`src/rtl/add_pkg.sv`:
```
// Shared definitions for the bit-serial adder sequencer: FSM states,
// the default operand width and the bit-counter width helper.
package add_pkg;

    typedef enum logic [1:0] {
        IDLE = 2'd0,
        RUN  = 2'd1,
        DONE = 2'd2
    } state_t;

    localparam int WIDTH_DEF = 8;

    // Bit counter width for a WIDTH-bit operation; never narrower than 1.
    function automatic int cnt_w(input int w);
        return (w > 1) ? $clog2(w) : 1;
    endfunction

endpackage

```
`src/rtl/fa_cell.sv`:
```
// Single-bit full adder: the one shared arithmetic cell that the
// sequencer reuses once per operand bit.
module fa_cell (
    input  logic a,
    input  logic b,
    input  logic ci,
    output logic s,
    output logic co
);

    assign s  = a ^ b ^ ci;
    assign co = (a & b) | (ci & (a ^ b));

endmodule

```
`src/rtl/serial_add_ctrl.sv`:
```
// Bit-serial adder sequencer: captures two operands and a carry-in on an
// accepted start, feeds them LSB first through one shared full-adder cell,
// and publishes {cout,sum} with a one-cycle done pulse.
module serial_add_ctrl
    import add_pkg::*;
#(
    parameter int WIDTH = WIDTH_DEF
) (
    input  logic             clk,
    input  logic             rst_n,
    input  logic             start,
    input  logic [WIDTH-1:0] a,
    input  logic [WIDTH-1:0] b,
    input  logic             cin,
    output logic             busy,
    output logic             done,
    output logic [WIDTH-1:0] sum,
    output logic             cout
);

    localparam int               CNT_W    = cnt_w(WIDTH);
    localparam logic [CNT_W-1:0] CNT_LAST = CNT_W'(WIDTH - 1);
    localparam logic [CNT_W-1:0] CNT_ONE  = CNT_W'(1);

    state_t           state;
    state_t           state_next;
    logic [CNT_W-1:0] cnt;
    logic [WIDTH-1:0] op_a;
    logic [WIDTH-1:0] op_b;
    logic [WIDTH-1:0] res;
    logic             carry;
    logic             bit_s;
    logic             bit_c;

    fa_cell u_fa_cell (
        .a  (op_a[0]),
        .b  (op_b[0]),
        .ci (carry),
        .s  (bit_s),
        .co (bit_c)
    );

    // State register; reset aborts any operation in flight.
    always_ff @(posedge clk or negedge rst_n) begin
        if (!rst_n) begin
            state <= IDLE;
        end else begin
            state <= state_next;
        end
    end

    // Next-state and handshake decode; start only matters in IDLE, and
    // busy/done come from the registered state so inputs never reach outputs.
    always_comb begin
        state_next = state;
        busy       = 1'b0;
        done       = 1'b0;
        case (state)
            IDLE: begin
                if (start) begin
                    state_next = RUN;
                end
            end
            RUN: begin
                busy = 1'b1;
                if (cnt == CNT_LAST) begin
                    state_next = DONE;
                end
            end
            DONE: begin
                busy       = 1'b1;
                done       = 1'b1;
                state_next = IDLE;
            end
            default: begin
                state_next = IDLE;
            end
        endcase
    end

    // Operand capture, per-bit shifting and result publication; sum/cout
    // only move on the final RUN edge so partial results stay hidden.
    always_ff @(posedge clk or negedge rst_n) begin
        if (!rst_n) begin
            op_a  <= '0;
            op_b  <= '0;
            res   <= '0;
            carry <= 1'b0;
            cnt   <= '0;
            sum   <= '0;
            cout  <= 1'b0;
        end else begin
            case (state)
                IDLE: begin
                    if (start) begin
                        op_a  <= a;
                        op_b  <= b;
                        carry <= cin;
                        cnt   <= '0;
                    end
                end
                RUN: begin
                    op_a  <= {1'b0, op_a[WIDTH-1:1]};
                    op_b  <= {1'b0, op_b[WIDTH-1:1]};
                    res   <= {bit_s, res[WIDTH-1:1]};
                    carry <= bit_c;
                    cnt   <= cnt + CNT_ONE;
                    if (cnt == CNT_LAST) begin
                        sum  <= {bit_s, res[WIDTH-1:1]};
                        cout <= bit_c;
                    end
                end
                default: begin
                end
            endcase
        end
    end

endmodule

```
`config.mk`:
```
export PLATFORM = sky130hd
export DESIGN_NAME = serial_add_ctrl
export DESIGN_NICKNAME = d
export VERILOG_FILES = /design/src/rtl/add_pkg.sv /design/src/rtl/fa_cell.sv /design/src/rtl/serial_add_ctrl.sv
export SDC_FILE = /design/constraint.sdc
export NUM_CORES = 1
export LEC_CHECK = 0
export BUFFER_PORTS_ARGS = -buffer_cell sky130_fd_sc_hd__buf_2
export CORE_MARGIN = 2
export CORE_UTILIZATION = 50
export DETAILED_ROUTE_END_ITERATION = 7
export GPL_ROUTABILITY_DRIVEN = 1
export PLACE_DENSITY = 0.79
export SLEW_MARGIN = 10
export SYNTH_ARGS = -nofsm -noshare
export SYNTH_HDL_FRONTEND = slang
export SYNTH_HIERARCHICAL = 1
export SYNTH_SLANG_ARGS = --single-unit
```
`constraint.sdc`:
```
create_clock -name clk -period 1.4 [get_ports clk]
set_input_delay 0.28 -clock clk [delete_from_list [all_inputs] [get_ports clk]]
set_output_delay 0.28 -clock clk [all_outputs]
set_load 0.01 [all_outputs]
```
==> Yosys cells after proc, flatten, opt, wreduce, memory -nomap -nowiden <==
Cells that the tools add are included.
{ "word_totals": {"register_bits": 39, "inputBits": 20, "output_inout_bits": 11, "elab_cells": 38} }
{ "classes": {"addsub": 1, "n_eq_ne": 5, "n_bitwise": 5, "mux": 13, "n_reduce_logical": 6} }
{ "op_table": {"columns": ["operator", "n"], "rows": [
  ["case mux 8 bit (2 select lines)", 2],
  ["two-way mux 8 bit", 2],
  ["case mux 3 bit (2 select lines)", 1],
  ["AND reduction 2 bit", 3],
  ["two-way mux 2 bit", 2],
  ["!= test 2 bit, second input constant", 2],
  ["case mux 2 bit (2 select lines)", 1],
  ["adder 3 x 1 -> 3 bit, second input constant", 1],
  ["equality test 3 bit, second input constant", 1],
  ["two-way mux 1 bit", 3],
  ["two-way mux 3 bit", 1],
  ["AND 1 bit", 2],
  ["equality test 2 x 1 -> 1 bit, second input constant", 1],
  ["equality test 2 bit, second input constant", 1],
  ["zero test 2 bit", 1],
  ["case mux 1 bit (2 select lines)", 1],
  ["nonzero test 2 bit", 1],
  ["OR reduction 2 bit", 1],
  ["XOR 1 bit", 2],
  ["OR 1 bit", 1]
]} }

==> Depth between registers and ports, before layout <==
Gate-level depths: netlist of the first run.
{ "depth": {"ltp_word": 4, "mapped_depth": 7, "depth_no_buf": 5} }

==> Modules after synthesis <==
The synthesis of the first run kept the hierarchy.
{ "by_module_without_submodules": {"columns": ["mod", "seq_area_each_um2", "area_per_inst_um2", "n_inst", "cells_each"], "rows": [
  ["serial_add_ctrl", 950.9, 1824.2, 1, 149],
  ["fa_cell", 0.0, 20.0, 1, 1]
]} }

==> Worst setup path before layout of the first run <==
OpenSTA, ideal clock, no wires.
{ "synth_path": {"kind": "register to register", "from": "reg cnt[0]", "to": "reg cout", "n_path_buf": 0, "setup_time_ns": 0.125, "slack_ns": -0.062, "stages_incl_launch_ff": 5, "arrival_ns": 1.337, "synth_period_minus_slack_ns": 1.462, "t_required_ns": 1.275, "path_cell_list": "dfrtp_1 -> ha_1 -> ha_1 -> nand2_1 -> mux2_2"} }
{ "synth_via": {"elab_chain_cells": 2} }
{ "synth_lines": {"columns": ["element", "line", "source"], "rows": [
  ["from (decl)", "serial_add_ctrl.sv:27", "logic [CNT_W-1:0] cnt;"],
  ["from (signal assigned)", "serial_add_ctrl.sv:107", "cnt <= cnt + CNT_ONE;"],
  ["equality test 3 bit", "serial_add_ctrl.sv:108", "if (cnt == CNT_LAST) begin"],
  ["AND reduction 2 bit (no line)", null, null],
  ["to (signal assigned)", "serial_add_ctrl.sv:110", "cout <= bit_c;"],
  ["to (decl)", "serial_add_ctrl.sv:18", "output logic cout"]
]} }
Every way passes these cells.
A chain may end at the register's enable or synchronous reset.

==> Worst setup path after layout of the first run <==
{ "layout_path": {"from": "reg state[0]", "to": "reg op_b[4]"} }
{ "layout_via": {"elab_chain_cells": 3, "elab_cells_between_ends": 6, "classes_between": "eq/ne: 2; mux: 1; reduce/logical: 3"} }
{ "layout_lines": {"columns": ["element", "line", "source"], "rows": [
  ["from (decl)", "serial_add_ctrl.sv:25", "state_t state;"],
  ["from (signal assigned)", "serial_add_ctrl.sv:48", "state <= state_next;"],
  ["equality test 2 x 1 -> 1 bit or zero test 2 bit (tied branches)", "serial_add_ctrl.sv:93", "case (state)"],
  ["nonzero test 2 bit (no line) or != test 2 bit (tied branches)", null, null],
  ["AND reduction 2 bit (no line)", null, null],
  ["to (signal assigned)", "serial_add_ctrl.sv:104", "op_b <= {1'b0, op_b[WIDTH-1:1]};"],
  ["to (decl)", "serial_add_ctrl.sv:29", "logic [WIDTH-1:0] op_b;"]
]} }
Parallel ways exist; a longest one is shown, timed or not.

==> run_results.csv, run 1 <==
group,metric,value,unit
run_status,status,"complete, but fails checks",
run_status,violations,"negative setup slack",
logic_synthesis,ys_dominant_reg_cell,"dfrtp_1",
timing,fin_ws,-0.0441,ns
routing,dr_total_vias,1427,
clock_tree,cts_tree,"built",
timing,finalMaxSlewViolations,0,
timing,finalCritPeriodShare,103,%
logic_synthesis,synth_top_family_by_area,"compound AO/OA/AOI/OAI gates",
flow_run,cap_violations,0,
critical_path,worst-setup-path-type,"flop to flop",
floorplanning,chipWidth,64.7,um
power_and_ir_drop,p_total,5.60,mW
min_path,min-delay-path-class,"input port to asynchronous set/reset pin",
logic_synthesis,synthArstFlopShare,100,%
grt,grt_max_degree,39,
grt,grt_antenna_before_repair,0,
layout,fillers,264,
logic_synthesis,netlist_instances,150,
logic_synthesis,yosys-top-cells-count,"38 x dfrtp_1, 16 x mux2_2, 11 x o221a_1, 10 x o22a_1, 8 x nand3_1",
grt,overflow,0,
power_and_ir_drop,switching_share,34.9,%
layout,drive_above_1_share,44.5,%
layout,seqCellArea,951,um2
placement,gp_congestion,0.767,
power_and_ir_drop,seq_power_share,35.1,%
clock_tree,hold_buffers,0,
logic_synthesis,synth_most_common_cell,"dfrtp_1",
timing,skew,0.00784,ns
logic_synthesis,ys_seq_area_share,51.6,%
layout,layout.nets,225,
power_and_ir_drop,p_int,3.65,mW
logic_synthesis,synth_cell_types,25,
placement,dp_cells,237,
logic_synthesis,synth-simple-area-share,12.9,%
routing,top_layer,"met4",
clock_tree,cts-root-buf,"clkbuf_8",
critical_path,cp-end-kind,"flop",
floorplanning,coreArea,0.00361,mm2
layout,num_antenna_cells,0,
power_and_ir_drop,ir_worst_vdd,0.000979,V
clock_tree,cts_sinks,38,
layout,design_area,0.00241,mm2
timing,grt_setup_unrepaired,"true",
critical_path,start_kind,"flop",
clock_tree,cts_buffers,5,
logic_synthesis,yosys.area.top_type,"dfrtp_1",
routing,drt-met1-wl,1880,um
logic_synthesis,muxShareOfSynthArea,9.77,%
logic_synthesis,synth_nets,176,
timing,maxSlewHeadroom,68.4,%
layout,multi_input_area,898,um2
routing,drt_iter0_drc,164,
critical_path,crit_path_max_fanout,6,
clock_tree,path_clk_slew,0.07,ns
routing,avgRoutedWirePerCell,17.2,um
routing,drc,0,
timing,setup_viol,7,
logic_synthesis,synth_area,0.00184,mm2
floorplanning,start_util,51.1,%
routing,wl_met3,133,um
floorplanning,die_h,64.7,um
critical_path,cp.arrival,1.62,ns
power_and_ir_drop,p_sw,1.95,mW
grt,grt.total_usage,22.3,%
logic_synthesis,synth-xor-area-share,0,%
logic_synthesis,yosys-top-cells-area,"dfrtp_1 52%, mux2_2 9.8%, o221a_1 6.7%",
logic_synthesis,synth_compound_area_share,16.4,%
floorplanning,ioPinCount,31,
timing,finalCriticalPeriod,1.44,ns
routing,wl,4260,um
routing,avgViaCountPerCell,5.75,
timing,tightest_slew,0.474,ns
timing,holdWs,0.0277,ns
power_and_ir_drop,leakage,1.09,nW
timing,max_freq,692,MHz
grt,grt_pass1_vias,1497,
clock_tree,cts_max_level,2,
timing,setup-tns-final,-0.172,ns
floorplanning,die-area,0.00419,mm2
logic_synthesis,ys.warnings.count,6,
placement,hpwl,2740,um
logic_synthesis,synth-edff-count,0,
routing,ant_nets,0,
timing,hold_violations,0,
routing,wl_met2,2200,um
critical_path,reg2reg_depth,5,
placement,place_area,0.00213,mm2
logic_synthesis,yosys.area.top_type_share,51.6,%
grt,grt_pass1_wl,7130,um
clock_tree,clock_latency,0.29,ns
layout,finalNonFillerCells,248,
floorplanning,rows,22,
layout,area_growth,30.5,%
critical_path,crit_required,1.58,ns
logic_synthesis,yosys_register_bits,38,
power_and_ir_drop,powerDensity,2320,mW/mm2
routing,drt_pass1_iterations,4,
power_and_ir_drop,clkPwrFrac,16.1,%
placement,portBuffers,30,
clock_tree,clock_path_buffers,2,
power_and_ir_drop,p_comb_share,48.8,%
logic_synthesis,synthAdderAreaFrac,4.48,%
logic_synthesis,synth.avg_cell_area,12.3,um2
-- worst max-delay path, cell delays in order (launching register included) --
cell	delay [ns]
dfrtp_1	0.42
buf_6	0.14
ha_4	0.19
buf_6	0.15
or3_1	0.33
o221a_1	0.12
-- power by group through the flow --
| stage | logic (mW) | clock network (mW) | registers [mW] |
|---|---|---|---|
| global route | 2.98 | 0.955 | 2.03 |
| finish | 2.73 | 0.901 | 1.97 |
| detailed placement | 2.28 | 0 | 1.96 |
| floorplan | 1.56 | 0 | 1.91 |
| global placement | 2.15 | 0 | 1.92 |
| CTS | 2.56 | 0.910 | 1.95 |
-- worst paths after layout --
kind / from / endpoint / slack [ns]
worst max-delay path: state[0] / op_b[4] / -0.04
worst min-delay path: rst_n / op_b[2] / 0.03
worst max register to register: state[0] / op_b[4] / -0.04
worst min register to register: sum[1] / sum[1] / 0.51
max in group asynchronous: rst_n / state[0] / 1.03
min in group clk: cin / carry / 0.29
-- sequential cells by signal (all words and copies together), names as in the netlist --
register / count
cout: 1
carry: 1
op_a: 8
sum: 8
state: 2
res: 7
op_b: 8
cnt: 3
-- timing repair --
action,4_1_cts,5_1_grt
setup endpoints to repair,32,36
gates cloned,1,1
setup buffers,1,0
pin swaps,6,4
gates resized for setup,24,6
-- logic make-up (layout without fill, tap and decap cells) --
logic type                 after synthesis  count (layout)
buffers and inverters                   14              63
DFF                                     38              38
AOI/OAI and AO/OA                       37              37
adders and majority gates                6               6
and+or+nand+nor                         39              40
muxes                                   16              16
-- area by class of cell --
type,count,area share [%]
Sequential cell,38,39.5
Multi-Input combinational cell,99,37.3
Timing Repair Buffer,52,15.8
Clock buffer,7,3.17
Tap cell,48,2.49
Clock inverter,1,1.25
Inverter,3,0.468
-- per-layer routing --
| metal | vias to the layer above | global-route usage (%) |
|---|---|---|
| li1 | 660 | - |
| met1 | 725 | 29.8 |
| met2 | 34 | 35.7 |
| met3 | 8 | 3.99 |
| met5 | - | 0 |
| met4 | 0 | 9.84 |
-- cells in the final DEF (no fill, tap or decap), drive strengths merged --
| master | instances |
|---|---|
| dfrtp | 38 |
| o221a | 11 |
| nand3 | 8 |
| a21oi | 7 |
| and3 | 2 |
| clkbuf | 8 |
| nor2b | 1 |
| inv | 3 |
| o22a | 10 |
| nand4b | 4 |
| nor3b | 2 |
| ha | 5 |
| or3 | 1 |
| nand2b | 5 |
| o21ai | 7 |
| fa | 1 |
| nand3b | 4 |
| nand2 | 6 |
| nor2 | 4 |
| a32o | 2 |
| mux2 | 16 |
| buf | 51 |
| bufinv | 1 |
| or2b | 3 |
-- stage by stage --
stage	utilization, %	setup slack (ns)
after global routing	66.8	-0.101
after CTS	65.5	-0.0242
after floorplan	-	0.0121
after detailed placement	59.1	-0.147
final	66.8	-0.0441
after global placement	59.1	-0.0503
Note: power is estimated with default switching activity, not from simulation.
==> run 2, diff against run 1 <==
SYNTH_HIERARCHICAL = default   (was 1)
==> run 2 against run 1 <==
The flow still finishes with violations (negative setup slack). Sequential share of layout area down 2.0 points. Synthesized cell count up 2.7%. Clock-buffer cell count unchanged.
==> run_results.csv, run 2 <==
group,metric,value,unit
run_status,status,"complete, but fails checks",
run_status,violations,"negative setup slack",
logic_synthesis,synthArstFlopShare,100,%
timing,max_freq,693,MHz
placement,hpwl,2950,um
logic_synthesis,yosys.area.top_type_share,50.9,%
timing,finalCriticalPeriod,1.44,ns
logic_synthesis,yosys-top-cells-area,"dfrtp_1 51%, mux2_1 9.6%, o221a_1 3.6%",
critical_path,cp.arrival,1.62,ns
logic_synthesis,synth_most_common_cell,"dfrtp_1",
routing,avgRoutedWirePerCell,17.2,um
logic_synthesis,synth_area,0.00187,mm2
power_and_ir_drop,p_sw,2.15,mW
routing,ant_nets,0,
layout,design_area,0.00254,mm2
routing,drt_iter0_drc,81,
critical_path,crit_required,1.58,ns
routing,wl,4510,um
grt,grt.total_usage,22.8,%
layout,mostFrequentLayoutCells,"38 x dfrtp_1, 28 x buf_2, 22 x buf_4",
critical_path,cpMaxStageDelayCell,"dfrtp_1",
layout,num_antenna_cells,0,
timing,finalCritPeriodShare,103,%
layout,area_growth,35.8,%
placement,portBuffers,30,
logic_synthesis,synth.avg_cell_area,12.1,um2
clock_tree,cts_buffers,5,
routing,drt_pass1_iterations,4,
routing,drc,0,
grt,overflow,0,
grt,grt_antenna_before_repair,0,
grt,grt_pass1_vias,1593,
power_and_ir_drop,leakage,1.18,nW
power_and_ir_drop,powerDensity,2270,mW/mm2
flow_run,cap_violations,0,
logic_synthesis,yosys_register_bits,38,
floorplanning,coreArea,0.00363,mm2
timing,setup_viol,14,
clock_tree,path_clk_slew,0.07,ns
clock_tree,cts_tree,"built",
logic_synthesis,yosys-top-cells-count,"38 x dfrtp_1, 16 x mux2_1, 9 x nor2_1, 8 x nand3_1, 8 x o21ai_1",
layout,layout_commonest_cell,"dfrtp_1",
layout,largestRegisters,"op_a: 8 flops, op_b: 8 flops, sum: 8 flops",
grt,grt_pass1_wl,7300,um
power_and_ir_drop,p_int,3.62,mW
clock_tree,cts-root-buf,"clkbuf_8",
critical_path,crit_path_max_fanout,14,
routing,avgViaCountPerCell,5.68,
power_and_ir_drop,clkPwrFrac,13.2,%
floorplanning,die-area,0.00424,mm2
floorplanning,ioPinCount,31,
critical_path,cp-end-kind,"flop",
critical_path,rrSetupSlack,-0.04,ns
timing,finalMaxSlewViolations,0,
floorplanning,rows,22,
placement,dp_slack,-0.158,ns
placement,gp_congestion,0.898,
power_and_ir_drop,p_comb_share,52.0,%
timing,fin_ws,-0.0437,ns
layout,layout.nets,240,
logic_synthesis,synth_nets,180,
critical_path,path_cells,"buf_6 > ha_4 > inv_6 > or3_1 > o221a_1",
timing,tightest_slew,0.446,ns
power_and_ir_drop,switching_share,37.3,%
clock_tree,cts_sinks,38,
clock_tree,cts_max_level,2,
clock_tree,clock_path_buffers,2,
floorplanning,chipWidth,65.1,um
min_path,min-delay-path-class,"input port to flop",
timing,grt_setup_unrepaired,"true",
timing,maxSlewHeadroom,70.2,%
timing,setup-tns-final,-0.196,ns
critical_path,start_kind,"flop",
timing,hold_violations,0,
clock_tree,clock_latency,0.29,ns
logic_synthesis,yosys.area.top_type,"dfrtp_1",
logic_synthesis,synth_cell_types,29,
timing,skew,0.00575,ns
routing,dr_total_vias,1494,
critical_path,slowest_delay,0.40,ns
layout,post-route-util,69.8,%
logic_synthesis,synth-edff-count,0,
logic_synthesis,ys_seq_area_share,50.9,%
power_and_ir_drop,ir_worst_vdd,0.00106,V
power_and_ir_drop,p_total,5.77,mW
placement,place_area,0.00220,mm2
grt,grt_max_degree,22,
layout,drive_above_1_share,48.8,%
power_and_ir_drop,seq_power_share,34.8,%
logic_synthesis,netlist_instances,154,
logic_synthesis,ys_dominant_reg_cell,"dfrtp_1",
critical_path,worst-setup-path-type,"flop to flop",
floorplanning,die_h,65.1,um
floorplanning,start_util,51.4,%
logic_synthesis,ys.warnings.count,0,
-- run 2: cell type report --
cell class              count  area, um2
repair buffers             62        452
clock inverters             1       5.00
inverters                   6       27.5
flip-flops and latches     38        951
clock buffers               7       86.3
well taps                  48       60.1
multi-input cells         101        956
fillers                   272       1100
-- run 2: layer usage --
metal	vias to the layer above	global-route usage, %	share of wire [%]
met5	-	0	0
met4	0	11.7	2.3
met3	11	3.94	3.4
met2	47	40.7	53
met1	744	26.3	41
li1	692	-	-
-- run 2: cells by family after synthesis --
group                      synth area share, %
and+or+nand+nor                           12.0
muxes                                     9.64
DFF                                       50.9
buffers and inverters                     5.63
AOI/OAI and AO/OA                         17.4
adders and majority gates                 4.42
-- run 2: stage by stage --
stage	hold slack, ns	std cells
final	0.276	263
after global routing	0.294	263
after CTS	0.267	259
after detailed placement	0.247	247
after global placement	0.242	247
after floorplan	-0.0156	154
-- run 2: what timing repair did --
item                       CTS  global route
hold endpoints to repair    18             0
pin swaps                    2             4
cloned                       2             0
setup buffers                1             4
gates resized for setup     18            23
hold buffers                 1             0
setup endpoints to repair   31            35
-- run 2: path summary, 6_finish.rpt --
kind	startpoint	endpoint	depth (start not counted)
max	state[0]	op_a[0]	5
min	a[2]	op_a[2]	3
max reg2reg	state[0]	op_a[0]	5
min reg2reg	res[1]	res[1]	1
max in group asynchronous	rst_n	state[1]	3
min in group asynchronous	rst_n	sum[1]	2
-- run 2: critical path: cells and delay by family (launching register included) --
kind | cells | cell delay, ns
compound gates | 1 | 0.13
fa+ha+maj | 1 | 0.19
buf+inv | 2 | 0.20
flops | 1 | 0.40
simple gates | 1 | 0.40
-- run 2: power groups by stage --
stage               clock (mW)  combinational [mW]  sequential, mW
floorplan                    0                1.63            1.93
global placement             0                2.29            1.94
detailed placement           0                2.41            1.98
CTS                      0.783                2.65            1.96
global route             0.844                3.26            2.07
finish                   0.764                3.00            2.01
==> run 3, diff against run 2 <==
CORE_ASPECT_RATIO = 1.1   (was default)
SKIP_LAST_GASP = 1   (was default)
==> run 3 against run 2 <==
The run still ends with negative setup slack left. Via count fell by 3.2%. Critical path depth did not move. Combinational power fell by 14%. Sequential share of layout area rose by 1.8 points. First-iteration DRC count fell by 22%. Die area barely moved. Wire length fell by 5.6%. Largest cell class is now sequential cells. Largest power group unchanged.
==> run_results.csv, run 3 (same netlist as run 2, synthesis figures left out) <==
group,metric,value,unit
timing,tightest_slew,0.461,ns
grt,overflow,0,
grt,grt_pass1_vias,1507,
clock_tree,cts-root-buf,"clkbuf_8",
routing,ant_nets,0,
layout,area_growth,29.7,%
placement,dp_slack,-0.104,ns
layout,layout_commonest_cell,"dfrtp_1",
run_status,violations,"negative setup slack",
timing,hold_violations,0,
floorplanning,die-area,0.00424,mm2
layout,post-route-util,66.8,%
critical_path,start_kind,"flop",
placement,dp_cells,244,
timing,skew,0.00660,ns
power_and_ir_drop,p_int,3.47,mW
placement,hpwl,3040,um
layout,fillers,301,
routing,wl,4260,um
layout,layout.nets,232,
grt,grt_antenna_before_repair,0,
layout,num_antenna_cells,0,
power_and_ir_drop,ir_worst_vdd,0.00116,V
critical_path,crit_path_max_fanout,8,
grt,grt_pass1_wl,7220,um
timing,finalCritPeriodShare,101,%
clock_tree,path_clk_slew,0.07,ns
routing,drt-met1-wl,1760,um
clock_tree,cts_max_level,2,
timing,fin_ws,-0.0106,ns
critical_path,crit_required,1.58,ns
floorplanning,coreArea,0.00363,mm2
floorplanning,chipWidth,62.3,um
timing,grt_setup_unrepaired,"true",
power_and_ir_drop,powerDensity,2260,mW/mm2
clock_tree,clock_latency,0.29,ns
floorplanning,ioPinCount,31,
floorplanning,start_util,51.5,%
clock_tree,cts_sinks,38,
layout,largestRegisters,"op_a: 8 flops, op_b: 8 flops, sum: 8 flops",
routing,wl_met3,188,um
critical_path,worst-setup-path-type,"flop to flop",
timing,maxSlewHeadroom,69.2,%
clock_tree,cts_buffers,5,
routing,top_layer,"met4",
timing,setup_viol,1,
critical_path,cp.arrival,1.59,ns
critical_path,cp-end-kind,"flop",
timing,finalCriticalPeriod,1.41,ns
routing,drc,0,
clock_tree,cts_tree,"built",
run_status,status,"complete, but fails checks",
routing,dr_total_vias,1446,
placement,portBuffers,30,
routing,drt_pass1_iterations,4,
floorplanning,die_h,68.1,um
routing,drt_iter0_drc,63,
timing,max_freq,709,MHz
power_and_ir_drop,p_comb_share,47.4,%
placement,gp_congestion,0.811,
min_path,min-delay-path-class,"input port to flop",
power_and_ir_drop,leakage,1.12,nW
layout,mostFrequentLayoutCells,"38 x dfrtp_1, 28 x buf_2, 18 x buf_4",
layout,finalNonFillerCells,257,
flow_run,cap_violations,0,
layout,drive_above_1_share,41.5,%
power_and_ir_drop,seq_power_share,36.0,%
power_and_ir_drop,p_total,5.47,mW
grt,grt.total_usage,22.7,%
timing,finalMaxSlewViolations,0,
power_and_ir_drop,clkPwrFrac,16.6,%
routing,avgViaCountPerCell,5.63,
power_and_ir_drop,p_sw,2.01,mW
routing,avgRoutedWirePerCell,16.6,um
timing,setup-tns-final,-0.0106,ns
grt,grt_max_degree,22,
routing,wl_met2,2240,um
clock_tree,clock_path_buffers,2,
floorplanning,rows,23,
power_and_ir_drop,switching_share,36.7,%
==> run 3: per-layer routing <==
layer | global-route usage [%] | up-vias
met2 | 41.8 | 44
li1 | - | 675
met3 | 4.93 | 6
met4 | 9.72 | 0
met1 | 26.2 | 721
met5 | 0 | -
==> run 3: critical path: stages (launching register included) <==
cell and delay (ns):
dfrtp_1 0.38, buf_4 0.14, ha_4 0.20, inv_4 0.08, or3_1 0.38, o221a_1 0.12
==> run 3: final cells by class <==
cell class | count | area [um2] | area share (%)
clock inverter | 3 | 40.0 | 1.65
multi-input combinational | 101 | 893 | 36.9
tap | 50 | 62.6 | 2.58
sequential | 38 | 951 | 39.3
timing repair buffer | 54 | 382 | 15.8
clock buffer | 5 | 68.8 | 2.84
inverter | 6 | 25.0 | 1.03
==> run 3: through the flow <==
step | hold slack [ns] | cell area [um2]
final | 0.247 | 2420
after global routing | 0.275 | 2420
after CTS | 0.238 | 2410
after detailed placement | 0.257 | 2180
after global placement | 0.245 | 2180
after floorplan | -0.0156 | 1870
==> run 3: worst paths after layout <==
path	startpoint	end	slack (ns)	cells after the start
min in group asynchronous	rst_n	op_a[6]	0.47	2
min	b[3]	op_b[3]	0.25	3
min reg2reg	sum[0]	sum[0]	0.49	1
max in group asynchronous	rst_n	op_b[0]	0.46	3
max	state[0]	op_a[3]	-0.01	5
max reg2reg	state[0]	op_a[3]	-0.01	5
==> run 3: power by group through the flow <==
stage	registers, mW	logic [mW]	clock network (mW)
after floorplan	1.93	1.63	0
after global placement	1.94	2.24	0
after detailed placement	1.97	2.34	0
after CTS	1.96	2.58	0.937
after global routing	2.03	2.86	0.991
final	1.97	2.59	0.908
==> run 3: repair_timing <==
action,4_1_cts,5_1_grt
buffers inserted,2,0
resized for setup,17,3
endpoints found under the hold margin,17,0
pin swaps,1,3
hold buffers,1,0
setup endpoints to repair,39,28
gates cloned,2,0
